--- config.mk ---
export PLATFORM = sky130hd
export DESIGN_NAME = spi_slave_shifter_flat
export DESIGN_NICKNAME = d
export VERILOG_FILES = /design/src/rtl/spi_slave_pkg.sv /design/src/rtl/spi_slave_shifter_if.sv /design/src/rtl/spi_pad_sync.sv /design/src/rtl/spi_slave_shifter.sv /design/src/flat_wrapper.sv
export SDC_FILE = /design/constraint.sdc
export NUM_CORES = 1
export LEC_CHECK = 0
export CORE_MARGIN = 8
export CORE_UTILIZATION = 60
export CTS_CLUSTER_DIAMETER = 50
export DETAILED_ROUTE_END_ITERATION = 10
export GPL_TIMING_DRIVEN = 0
export PLACE_DENSITY = 0.85
export SLEW_MARGIN = 20
export SYNTH_ARGS = -nofsm -noshare
export SYNTH_HDL_FRONTEND = slang
export SYNTH_HIERARCHICAL = 1
export SYNTH_SLANG_ARGS = --single-unit
--- constraint.sdc ---
create_clock -name clk_in -period 9.4 [get_ports clk_in]
set_input_delay 2.35 -clock clk_in [delete_from_list [all_inputs] [get_ports clk_in]]
set_output_delay 2.35 -clock clk_in [all_outputs]
set_load 0.01 [all_outputs]
--- src/rtl/spi_slave_pkg.sv ---
// Shared definitions for the SPI responder serial engine.
// Holds the default character length, the FSM state encoding and the
// helper that maps the len port onto an effective bit count.
package spi_slave_pkg;

  localparam int CHAR_LEN_DEF = 32;

  typedef logic [0:0] state_t;
  localparam state_t IDLE   = 1'b0;
  localparam state_t ACTIVE = 1'b1;

  // len == 0 encodes a full-width character.
  function automatic int unsigned eff_len(input int unsigned len, input int unsigned char_len);
    return (len == 0) ? char_len : len;
  endfunction

endpackage

--- src/rtl/spi_slave_shifter_if.sv ---
// Parallel-side bus of the SPI responder.
//   tx_data/tx_valid/tx_ready : holding-register handshake for the next word
//   rx_data/rx_valid          : last received word and its one-cycle strobe
//   tx_underrun               : one-cycle strobe, character started with no word queued
// Modport slave is the engine side, master is the host side.
interface spi_slave_shifter_if
  import spi_slave_pkg::*;
#(
  parameter int CHAR_LEN = CHAR_LEN_DEF
);
  logic [CHAR_LEN-1:0] tx_data;
  logic                tx_valid;
  logic                tx_ready;
  logic [CHAR_LEN-1:0] rx_data;
  logic                rx_valid;
  logic                tx_underrun;

  modport slave (
    input  tx_data, tx_valid,
    output tx_ready, rx_data, rx_valid, tx_underrun
  );

  modport master (
    output tx_data, tx_valid,
    input  tx_ready, rx_data, rx_valid, tx_underrun
  );
endinterface

--- src/rtl/spi_pad_sync.sv ---
// Brings the asynchronous SPI pads into the clk_in domain and derives edges.
// Ports:
//   clk_in, rst                 : system clock, async active-high reset
//   sclk_pad, cs_n_pad, mosi_pad: raw pads
//   cpol                        : clock idle level
//   lead_edge, trail_edge       : synced sclk left / returned to idle level
//   cs_fall, cs_rise            : synced chip-select transitions
//   mosi_s                      : synced MOSI
module spi_pad_sync #(
  parameter int SYNC_STAGES = 2
) (
  input  logic clk_in,
  input  logic rst,
  input  logic sclk_pad,
  input  logic cs_n_pad,
  input  logic mosi_pad,
  input  logic cpol,
  output logic lead_edge,
  output logic trail_edge,
  output logic cs_fall,
  output logic cs_rise,
  output logic mosi_s
);
  logic [SYNC_STAGES-1:0] sclk_q, cs_q, mosi_q;
  logic                   sclk_h, cs_h;

  // sclk is folded with cpol before synchronizing, so the chain always idles
  // at 0 and resets to the idle level regardless of mode. cpol only changes
  // in IDLE, where any resulting spurious edge is ignored.
  always_ff @(posedge clk_in or posedge rst) begin
    if (rst) begin
      sclk_q <= '0;
      cs_q   <= '1;
      mosi_q <= '0;
      sclk_h <= 1'b0;
      cs_h   <= 1'b1;
    end else begin
      sclk_q <= {sclk_q[SYNC_STAGES-2:0], sclk_pad ^ cpol};
      cs_q   <= {cs_q[SYNC_STAGES-2:0], cs_n_pad};
      mosi_q <= {mosi_q[SYNC_STAGES-2:0], mosi_pad};
      sclk_h <= sclk_q[SYNC_STAGES-1];
      cs_h   <= cs_q[SYNC_STAGES-1];
    end
  end

  assign lead_edge  =  sclk_q[SYNC_STAGES-1] & ~sclk_h;
  assign trail_edge = ~sclk_q[SYNC_STAGES-1] &  sclk_h;
  assign cs_fall    = ~cs_q[SYNC_STAGES-1]   &  cs_h;
  assign cs_rise    =  cs_q[SYNC_STAGES-1]   & ~cs_h;
  assign mosi_s     =  mosi_q[SYNC_STAGES-1];
endmodule

--- src/rtl/spi_slave_shifter.sv ---
// SPI responder serial engine: oversamples SCLK/CS_n/MOSI in clk_in, shifts
// variable-length characters in on MOSI and out on MISO in all CPOL/CPHA modes.
// Ports:
//   clk_in, rst          : system clock, async active-high reset
//   sclk_pad/cs_n_pad/mosi_pad, miso_pad/miso_oe : SPI pads
//   cpol, cpha, len      : mode and character length (len 0 = CHAR_LEN bits)
//   bus (slave modport)  : tx holding handshake, rx word/strobe, underrun strobe
//   busy                 : FSM in ACTIVE
// Build option: SPI_SLAVE_LSB_EN adds input lsb (LSB-first tx/rx, sampled at load).
//
// state  | meaning
// IDLE   | deselected, MISO tri-stated, waiting for cs_n to fall
// ACTIVE | selected, shifting characters on sclk edges
module spi_slave_shifter
  import spi_slave_pkg::*;
#(
  parameter int CHAR_LEN    = CHAR_LEN_DEF,
  parameter int LEN_W       = $clog2(CHAR_LEN),
  parameter int SYNC_STAGES = 2
) (
  input  logic             clk_in,
  input  logic             rst,
  input  logic             sclk_pad,
  input  logic             cs_n_pad,
  input  logic             mosi_pad,
  output logic             miso_pad,
  output logic             miso_oe,
  input  logic             cpol,
  input  logic             cpha,
  input  logic [LEN_W-1:0] len,
`ifdef SPI_SLAVE_LSB_EN
  input  logic             lsb,
`endif
  spi_slave_shifter_if.slave bus,
  output logic             busy
);
  localparam int EW = LEN_W + 1;

  state_t              state;
  logic                lead_edge, trail_edge, cs_fall, cs_rise, mosi_s;
  logic                sample_edge, drive_edge;
  logic                accept, done, load, underrun_now;
  logic                lsb_sel, lsb_q;
  logic                hold_full, rx_pend, rx_valid_q, underrun_q;
  logic [CHAR_LEN-1:0] hold_data, load_word, tx_shift, rx_shift, rx_data_q;
  logic [CHAR_LEN-1:0] rx_next, rx_just, tx_adv, ld_adv;
  logic                tx_bit, ld_bit;
  logic [EW-1:0]       eff, bit_cnt;

  spi_pad_sync #(.SYNC_STAGES(SYNC_STAGES)) u_pad_sync (
    .clk_in     (clk_in),
    .rst        (rst),
    .sclk_pad   (sclk_pad),
    .cs_n_pad   (cs_n_pad),
    .mosi_pad   (mosi_pad),
    .cpol       (cpol),
    .lead_edge  (lead_edge),
    .trail_edge (trail_edge),
    .cs_fall    (cs_fall),
    .cs_rise    (cs_rise),
    .mosi_s     (mosi_s)
  );

`ifdef SPI_SLAVE_LSB_EN
  assign lsb_sel = lsb;
`else
  assign lsb_sel = 1'b0;
`endif

  assign eff         = EW'(eff_len(32'(len), CHAR_LEN));
  assign sample_edge = cpha ? trail_edge : lead_edge;
  assign drive_edge  = cpha ? lead_edge  : trail_edge;

  assign accept       = bus.tx_valid & ~hold_full;
  assign done         = (state == ACTIVE) && (bit_cnt == eff);
  // A completed character still reports even if cs_n rises alongside it,
  // but no further word is loaded once the master has deselected.
  assign load         = ((state == IDLE) & cs_fall) | (done & ~cs_rise);
  assign load_word    = accept ? bus.tx_data : (hold_full ? hold_data : '0);
  assign underrun_now = load & ~accept & ~hold_full;

  always_comb begin
    rx_next = lsb_q ? {mosi_s, rx_shift[CHAR_LEN-1:1]} : {rx_shift[CHAR_LEN-2:0], mosi_s};
    // LSB-first characters fill from the top, so bring them down to bit 0.
    rx_just = lsb_q ? (rx_shift >> (EW'(CHAR_LEN) - eff)) : rx_shift;
    tx_bit  = lsb_q ? tx_shift[0] : tx_shift[CHAR_LEN-1];
    tx_adv  = lsb_q ? (tx_shift >> 1) : (tx_shift << 1);
    ld_bit  = lsb_sel ? load_word[0] : load_word[CHAR_LEN-1];
    ld_adv  = lsb_sel ? (load_word >> 1) : (load_word << 1);
  end

  always_ff @(posedge clk_in or posedge rst) begin
    if (rst) begin
      state      <= IDLE;
      bit_cnt    <= '0;
      tx_shift   <= '0;
      rx_shift   <= '0;
      hold_data  <= '0;
      hold_full  <= 1'b0;
      lsb_q      <= 1'b0;
      miso_pad   <= 1'b0;
      miso_oe    <= 1'b0;
      rx_data_q  <= '0;
      rx_pend    <= 1'b0;
      rx_valid_q <= 1'b0;
      underrun_q <= 1'b0;
    end else begin
      rx_pend    <= done;
      rx_valid_q <= rx_pend;
      underrun_q <= underrun_now;

      if (load)
        hold_full <= 1'b0;
      else if (accept) begin
        hold_full <= 1'b1;
        hold_data <= bus.tx_data;
      end

      if (state == IDLE) begin
        if (cs_fall) begin
          state   <= ACTIVE;
          miso_oe <= 1'b1;
        end
      end else begin
        if (done)
          rx_data_q <= rx_just;
        if (cs_rise) begin
          state    <= IDLE;
          miso_oe  <= 1'b0;
          miso_pad <= 1'b0;
          bit_cnt  <= '0;
        end else if (!done) begin
          if (sample_edge) begin
            rx_shift <= rx_next;
            bit_cnt  <= bit_cnt + EW'(1);
          end
          // In cpha=0 the bit was already presented at load; the trailing
          // edge that closes the previous character (bit_cnt==0) is skipped.
          if (drive_edge && (cpha || bit_cnt != '0)) begin
            miso_pad <= tx_bit;
            tx_shift <= tx_adv;
          end
        end
      end

      if (load) begin
        lsb_q    <= lsb_sel;
        rx_shift <= '0;
        bit_cnt  <= '0;
        if (cpha)
          tx_shift <= load_word;
        else begin
          tx_shift <= ld_adv;
          miso_pad <= ld_bit;
        end
      end
    end
  end

  assign bus.tx_ready    = ~hold_full;
  assign bus.rx_data     = rx_data_q;
  assign bus.rx_valid    = rx_valid_q;
  assign bus.tx_underrun = underrun_q;
  assign busy            = (state == ACTIVE);
endmodule
--- src/flat_wrapper.sv ---
// flat-port wrapper written by rule: the top's interface ports become plain ports
module spi_slave_shifter_flat import spi_slave_pkg::*;
#(
  parameter int CHAR_LEN    = CHAR_LEN_DEF,
  parameter int LEN_W       = $clog2(CHAR_LEN),
  parameter int SYNC_STAGES = 2
)
  (clk_in, rst, sclk_pad, cs_n_pad, mosi_pad, miso_pad, miso_oe, cpol, cpha, len, busy, bus_tx_data, bus_tx_valid, bus_tx_ready, bus_rx_data, bus_rx_valid, bus_tx_underrun);
  spi_slave_shifter_if #(.CHAR_LEN(CHAR_LEN)) bus_i ();
  input  logic clk_in;
  input  logic rst;
  input  logic sclk_pad;
  input  logic cs_n_pad;
  input  logic mosi_pad;
  output logic miso_pad;
  output logic miso_oe;
  input  logic cpol;
  input  logic cpha;
  input  logic [LEN_W-1:0] len;
  output logic busy;
  input wire logic [$bits(bus_i.tx_data)-1:0] bus_tx_data;
  input wire logic [$bits(bus_i.tx_valid)-1:0] bus_tx_valid;
  output wire logic [$bits(bus_i.tx_ready)-1:0] bus_tx_ready;
  output wire logic [$bits(bus_i.rx_data)-1:0] bus_rx_data;
  output wire logic [$bits(bus_i.rx_valid)-1:0] bus_rx_valid;
  output wire logic [$bits(bus_i.tx_underrun)-1:0] bus_tx_underrun;
  assign bus_i.tx_data = bus_tx_data;
  assign bus_i.tx_valid = bus_tx_valid;
  assign bus_tx_ready = bus_i.tx_ready;
  assign bus_rx_data = bus_i.rx_data;
  assign bus_rx_valid = bus_i.rx_valid;
  assign bus_tx_underrun = bus_i.tx_underrun;
  spi_slave_shifter #(.CHAR_LEN(CHAR_LEN), .LEN_W(LEN_W), .SYNC_STAGES(SYNC_STAGES)) u_core (.clk_in(clk_in), .rst(rst), .sclk_pad(sclk_pad), .cs_n_pad(cs_n_pad), .mosi_pad(mosi_pad), .miso_pad(miso_pad), .miso_oe(miso_oe), .cpol(cpol), .cpha(cpha), .len(len), .bus(bus_i), .busy(busy));
endmodule
After elaboration in Yosys (flattened, before gate mapping)
Index checks and enable logic that the tools add are counted.
Widths: inputs -> output; s select.
- register bits: 149
- input bits: 45
- output and inout port bits: 38
- logic and storage cells: 95
- $add $sub $neg: 1
- equality and inequality tests: 5
- muxes and demuxes: 35
- bitwise operators: 20
- reduce and logical (&&, ||, !) cells: 17
- operators by type and width (operator ; number):
    $mux 32 ; 13
    $mux 6 ; 6
    $mux 1 ; 16
    $reduce_bool 2->1 ; 5
    $and 1x1->1 ; 9
    $not 1->1 ; 9
    $reduce_and 4->1 ; 2
    $add 6x1->6 const B ; 1
    $eq 6x6->1 ; 1
    $ne 2x2->1 const B ; 3
    $reduce_and 2->1 ; 3
    $reduce_bool 6->1 ; 1
    $logic_not 5->1 ; 1
    $ne 3x2->1 const B ; 1
    $reduce_and 3->1 ; 1
    $reduce_bool 3->1 ; 1
    $logic_and 1x1->1 ; 2
    $logic_or 1x1->1 ; 1
    $or 1x1->1 ; 1
    $xor 1x1->1 ; 1

Logic depth before layout (Yosys ltp)
Gate-level depths: netlist (run 1).
- depth in word-level cells: 10
- mapped depth: 8
- mapped depth without buffers: 6

Hierarchy
Netlist (run 1), hierarchy kept.
- by module, submodules not included (module ; instances ; cells an instance ; area each (um^2) ; sequential area each (um^2)):
    spi_slave_shifter ; 1 ; 602 ; 6786.5 ; 3528.4
    spi_pad_sync ; 1 ; 14 ; 251.5 ; 203.9

Least setup slack after synthesis (run 1)
Ideal clock, no wire load.
- kind: input-to-reg
- from: in len[3]
- to: reg u_core.rx_data_q[10], in the netlist u_core/bus.rx_data[10]
- library setup time: 125 ps
- arrival time: 4174 ps
- required time: 9275 ps
- setup slack: 5101 ps
- stages: 6
- path buffers: 1
- cells stage by stage: or4_4 > o21a_1 > or4_4 > inv_6 > buf_12 > mux2_4
- cells in the longest elaborated chain, start to end: 5
- RTL lines (element ; line ; RTL):
    from (decl) ; flat_wrapper.sv:19 ; input logic [LEN_W-1:0] len;
    $logic_not 5->1 ; spi_slave_pkg.sv:14 ; return (len == 0) ? char_len : len;
    $mux 6 (*) ; spi_slave_pkg.sv:14 ;
    $eq 6x6->1 (*) ; spi_slave_shifter.sv:75 ; assign done = (state == ACTIVE) && (bit_cnt == eff);
    $logic_and 1x1->1 (*) ; spi_slave_shifter.sv:75 ;
    $reduce_and 2->1 (no line) (*) ; - ;
    to (signal assigned) ; spi_slave_shifter.sv:126 ; rx_data_q <= rx_just;
    to (decl) ; spi_slave_shifter.sv:45 ; logic [CHAR_LEN-1:0] hold_data, load_word, tx_shift, rx_shift, rx_data_q;
Mark *: on every way between the ends. The rest lies on a longest branch, timed or not.
A chain may end at the register's enable or synchronous reset.

Worst setup path after layout (run 1)
- from: in len[3]
- to: reg u_core.rx_shift[12]
- cells in the longest elaborated chain, start to end: 8
- elaborated cells between the ends (all ways): 12
- those cells by class: eq/ne (3); mux (2); bitwise (2); reduce/logical (5)
- RTL lines (element ; line ; RTL):
    $logic_not 5->1 ; spi_slave_pkg.sv:14 ;
    $mux 6 (*) ; spi_slave_pkg.sv:14 ;
    $eq 6x6->1 (*) ; spi_slave_shifter.sv:75 ;
    $logic_and 1x1->1 (*) ; spi_slave_shifter.sv:75 ;
    $and 1x1->1 ; spi_slave_shifter.sv:78 ; assign load = ((state == IDLE) & cs_fall) | (done & ~cs_rise);
    $or 1x1->1 ; spi_slave_shifter.sv:78 ;
    $ne 2x2->1 (no line) / $reduce_bool 2->1 (equally long branches) ; - ;
    $reduce_and 4->1 (no line) ; - ;
    to (signal assigned) ; spi_slave_shifter.sv:134 ; rx_shift <= rx_next;
    to (decl) ; spi_slave_shifter.sv:45 ;
Marked as above.

==> impl_metrics.ini, run 1 <==
[worst_hold_path]
hold-path-endpoint = u_core/u_pad_sync/mosi_q[1]
min-delay-start = u_core/u_pad_sync/mosi_q[0]
hold_depth = 0
hold_path.class = register to register

[logic_synthesis]
synth_edf_count = 0
yosys.area.top_type = dfrtp_1
synth.avg_cell_area_um2 = 11.4
async_flop_share_pct = 100
syn_inst = 616
synth_seq_cells = 149
netlist_area_um2 = 7040
synth_cell_type_count = 47
yosys_warnings = 6
yosysSeqAreaShare_pct = 53.0
synthFlopType = dfrtp_1
yosys-top-cells-area = dfrtp_1 52%, mux2_4 6.2%, mux2_2 5.8%
syn-num-nets = 663
synth_top_area_share_pct = 51.9

[worst_setup_path]
timing.rr.end = u_core/rx_shift[12]
worstSetupPathType = input port to register
cp_cell_sequence = clkdlybuf4s50_1 -> or4_4 -> o21ai_1 -> nand4_2 -> nand2_1 -> buf_2 -> buf_1 -> a21oi_1
end_kind = register
r2r_start = u_core/bit_cnt[0]
cp_slowest_cell = or4_4
critPathMaxStageDelay_ps = 600
cp_num_buf_inv = 3
ff2ff_setup_slack_ps = 6860
critPathRequiredTime_ps = 9670
worst-r2r-cell-count = 8
crit_family = buffers and inverters
worst-path-max-fanout = 10
arrival_ps = 4920
cp-start-kind = input port

[sta]
min_period_ps = 4650
period_share_pct = 49.5
finalSetupViolCount = 0
worst_pin_slew_ps = 713
rsz0062_at_grt = false
slew_viol_final = 0
setup_tns_ps = 0
fmax_mhz = 215
hold_violations = 0
slew_headroom_pct = 52.5
finalClockSkew_ps = 11.2

[route]
wire_per_inst_um = 18.9
viasPerCell = 6.09
vias = 5320
drcViolationCount = 0
ant_nets = 0
wl_um = 16500
first_pass_iters = 7
drt_iter0_drc = 476

[floorplan]
start_util_pct = 61.6
rows = 39
dieHeight_um = 124
io_pins = 83
die_area_um2 = 15500
core_area_um2 = 11400
die_w_um = 124

[clock_tree]
ctsResizeCount = 0
clk_pin_slew_ps = 50
ctsRootBufferMaster = clkbuf_16
holdBufCountCts = 0
cts_made_buffers = 17
cts_buffer_depth = 2
post_cts.repair.setup_buffers = 0
cts_tree = done
clock_latency_ps = 420
h-tree-depth = 4
clock-sinks = 149

[global_route]
grt_util_all_layers_pct = 21.3
grt_pass1_wl_um = 27500
grt_pass1_vias = 5613
grt_max_degree = 75
grtUsageMet2_pct = 35.4
busiest_layer = met2
grtUsageMet1_pct = 25.8
grt_use_met3_pct = 5.49
grt_antenna_before_repair = 0
grt_overflow_total = 0

[cells_and_area]
layout-drive-gt1-share_pct = 15.8
final_cell_mix = 146 x dfrtp_1, 81 x clkdlybuf4s50_1, 72 x nand2_1, 45 x clkbuf_1, 37 x a21oi_1
instances_no_fill = 873
layout.nets = 764
area_growth_pct = 22.4
diodes = 0
final_common_cell = dfrtp_1

[flow_run]
max_cap_violations = 0

[pwr]
leakagePower_nw = 3.69
power.density_nw_per_um2 = 219
ir_worst_vdd_uv = 173

[place]
place_inst = 841
io_buffers = 81
dp_hpwl_um = 11200
gp_congestion = 0.835

[run_status]
status = finished, final reports clean
[kinds of logic (layout without fill, tap and decap cells)]
group / Yosys count / after routing / share of synthesized area [%]
adder cells (fa/ha/maj): 2 / 2 / 0.355
AND/OR/NAND/NOR: 125 / 125 / 8.39
flip-flops: 149 / 149 / 53.0
AO/OA/AOI/OAI: 176 / 176 / 16.7
multiplexers: 97 / 97 / 16.5
XOR/XNOR: 8 / 8 / 0.996
buffers and inverters: 59 / 173 / 4.02
[power breakdown]
part / leakage (nW) / switching (W) / internal, W
clock: 0.269 / 0.000243 / 0.000391
combinational: 1.51 / 0.000192 / 0.000210
sequential: 1.90 / 0.0000776 / 0.000769
[synth_stat cells, drive strengths merged (9+ instances only)]
library cell	n
buf	12
o211ai	31
mux2	66
nor2	15
mux2i	31
a22oi	27
a21oi	37
nand2	72
inv	9
clkbuf	38
dfrtp	146
o21ai	35
a2bb2oi	31
[sequential cells by signal, indices dropped and copies added (netlist names)]
name / flops
u_core/hold_data: 32
u_core/u_pad_sync/sclk_h: 1
u_core/u_pad_sync/cs_q: 2
u_core/u_pad_sync/sclk_q: 2
u_core/rx_shift: 32
u_core/rx_pend: 1
u_core/busy: 1
u_core/bus.tx_underrun: 1
u_core/miso_pad: 1
u_core/bus.rx_valid: 1
u_core/u_pad_sync/cs_h: 1
u_core/bus.rx_data: 32
u_core/tx_shift: 32
u_core/miso_oe: 1
u_core/bit_cnt: 6
u_core/u_pad_sync/mosi_q: 2
u_core/hold_full: 1
[final cells by class]
class	count	area, um^2
buffer	50	244
clock buffer	28	507
sequential	149	3730
inverter	9	46.3
tap	143	179
clock inverter	4	47.5
timing repair buffer	82	838
multi-input combinational	408	3020
fill	769	2800
[how the worst max path moves through the flow]
stage               cells after the start                   end              from
finish                                  8   u_core/rx_shift[12]            len[3]
CTS                                     4          bus_tx_ready  u_core/hold_full
global placement                        2  u_core/hold_data[28]               rst
detailed placement                      8    u_core/rx_shift[9]            len[3]
floorplan                               1     u_core/bit_cnt[0]               rst
global route                            8   u_core/rx_shift[12]            len[3]
[layer usage]
| metal | vias to the layer above | wire length, um |
|---|---|---|
| li1 | 2429 | - |
| met5 | - | 0 |
| met4 | 0 | 297 |
| met3 | 34 | 904 |
| met2 | 186 | 8430 |
| met1 | 2671 | 6850 |
[per-stage QoR]
| step | hold WS (ps) | utilization (%) | power (W) | setup slack, ps | cell area (um^2) |
|---|---|---|---|---|---|
| floorplan | 331 | - | 0.00112 | 3270 | 7040 |
| global placement | 332 | 70.3 | 0.00122 | 1520 | 8030 |
| detailed placement | 336 | 70.6 | 0.00125 | 4430 | 8060 |
| CTS | 348 | 75.5 | 0.00189 | 4790 | 8620 |
| global route | 360 | 75.5 | 0.00197 | 4660 | 8620 |
| finish | 345 | 75.5 | 0.00188 | 4750 | 8620 |
(Power assumes the default switching activity.)
==> run 2, diff against run 1 <==
--- a/config.mk
+++ b/config.mk
@@ -6,11 +6,11 @@
 export NUM_CORES = 1
 export LEC_CHECK = 0
 export CORE_MARGIN = 8
-export CORE_UTILIZATION = 60
+export CORE_UTILIZATION = 56
 export CTS_CLUSTER_DIAMETER = 50
 export DETAILED_ROUTE_END_ITERATION = 10
 export GPL_TIMING_DRIVEN = 0
-export PLACE_DENSITY = 0.85
+export PLACE_DENSITY = 0.8
 export SLEW_MARGIN = 20
 export SYNTH_ARGS = -nofsm -noshare
 export SYNTH_HDL_FRONTEND = slang
==> constraint.sdc (replaced) <==
create_clock -name clk_in -period 4.3 [get_ports clk_in]
set_input_delay 1.075 -clock clk_in [delete_from_list [all_inputs] [get_ports clk_in]]
set_output_delay 1.075 -clock clk_in [all_outputs]
set_load 0.01 [all_outputs]
==> impl_metrics.ini, run 2 (synthesis gave the netlist of run 1 again) <==
[floorplan]
die_w_um = 128
die_area_um2 = 16400
io_pins = 83
start_util_pct = 56.5
dieHeight_um = 128
core_area_um2 = 12500
rows = 41

[clock_tree]
cts_tree = done
h-tree-depth = 4
clock-sinks = 149
clock_latency_ps = 420
ctsRootBufferMaster = clkbuf_16
holdBufCountCts = 0
cts_made_buffers = 17
cts_buffer_depth = 2
clk_pin_slew_ps = 50
post_cts.repair.setup_buffers = 0
ctsResizeCount = 0

[pwr]
finalPower_w = 0.00410
ir_worst_vdd_uv = 371
power.density_nw_per_um2 = 471
leakagePower_nw = 3.71

[worst_setup_path]
crit_path_start = u_core/hold_full
arrival_ps = 2330
worst-r2r-cell-count = 7
cp-start-kind = register
end_kind = output pin
critPathRequiredTime_ps = 3220
r2r_start = u_core/u_pad_sync/cs_h
worst-path-max-fanout = 10
worstSetupPathType = register to output pin
timing.rr.end = u_core/rx_shift[9]
ff2ff_setup_slack_ps = 1810

[route]
vias = 5212
wire_per_inst_um = 17.4
drcViolationCount = 0
ant_nets = 0
first_pass_iters = 5
drt_iter0_drc = 399
wl_um = 15700
viasPerCell = 5.76

[cells_and_area]
instances_no_fill = 905
final_common_cell = dfrtp_1
diodes = 0
area_growth_pct = 23.6
design_area_um2 = 8700
layout-drive-gt1-share_pct = 16.1
final_cell_mix = 146 x dfrtp_1, 81 x clkdlybuf4s50_1, 72 x nand2_1, 45 x clkbuf_1, 37 x a21oi_1
layout.nets = 767

[sta]
rsz0062_at_grt = false
period_share_pct = 79.2
slew_headroom_pct = 51.5
setup_tns_ps = 0
slew_viol_final = 0
min_period_ps = 3410
finalClockSkew_ps = 7.91
hold_violations = 0
fmax_mhz = 294
finalSetupViolCount = 0
worst_pin_slew_ps = 727

[global_route]
grt_max_degree = 36
grt_antenna_before_repair = 0
grt_pass1_wl_um = 26800
grt_overflow_total = 0
grt_pass1_vias = 5409
grt_util_all_layers_pct = 20.3

[worst_hold_path]
hold-path-endpoint = u_core/u_pad_sync/mosi_q[1]
hold_depth = 0
hold_path.class = register to register
min-delay-start = u_core/u_pad_sync/mosi_q[0]

[flow_run]
max_cap_violations = 0

[place]
place_inst = 873
gp_congestion = 0.834
dpl_cell_area_um2 = 8150
dp_hpwl_um = 11100
io_buffers = 81

[run_status]
status = finished, final reports clean
-- run 2: changes by cell type in the layout (fill, tap and decap cells not counted), sizes merged --
cell / change
clkinv: +1
buf: +3
inv: -1
-- run 2: routing by layer --
layer | wire [um] | GRT usage [%] | vias up
met4 | 176 | 7.27 | 0
met3 | 819 | 5.70 | 18
met5 | 0 | 0 | -
met2 | 7850 | 33.7 | 161
met1 | 6870 | 24.7 | 2591
li1 | - | - | 2442
-- run 2: per-stage QoR --
| stage | setup slack, ps | util [%] | hold slack, ps |
|---|---|---|---|
| global route | 710 | 69.8 | 356 |
| detailed placement | 586 | 65.4 | 340 |
| global placement | 311 | 64.7 | 331 |
| floorplan | 1280 | - | 331 |
| finish | 894 | 69.8 | 349 |
| CTS | 885 | 69.8 | 353 |
-- run 2: how the worst max path moves through the flow --
stage	depth (start not counted)	to	slack (ps)
after floorplan	6	u_core/bus.rx_data[10]	1280
after global placement	2	u_core/bus.rx_data[25]	310
after detailed placement	8	u_core/rx_shift[9]	590
after CTS	4	bus_tx_ready	890
after global routing	4	bus_tx_ready	710
final	4	bus_tx_ready	890
-- run 2: layout make-up --
class	instances	area, um^2
Tap cell	172	215
Fill cell	896	3770
Clock buffer	28	507
Sequential cell	149	3730
Timing Repair Buffer	85	891
Multi-Input combinational cell	408	3020
Buffer	50	244
Inverter	9	42.5
Clock inverter	4	45.0
-- run 2: critical path: stages, from the launching register on --
cell	delay (ps)
dfrtp_1	330
clkbuf_1	340
clkbuf_1	460
inv_1	240
clkdlybuf4s50_1	540
-- run 2: report_power, final --
part / internal, W / switching [W] / leakage [nW]
registers: 0.00168 / 0.000164 / 1.90
logic: 0.000464 / 0.000408 / 1.53
clock network: 0.000855 / 0.000527 / 0.272
total: 0.00300 / 0.00110 / 3.71
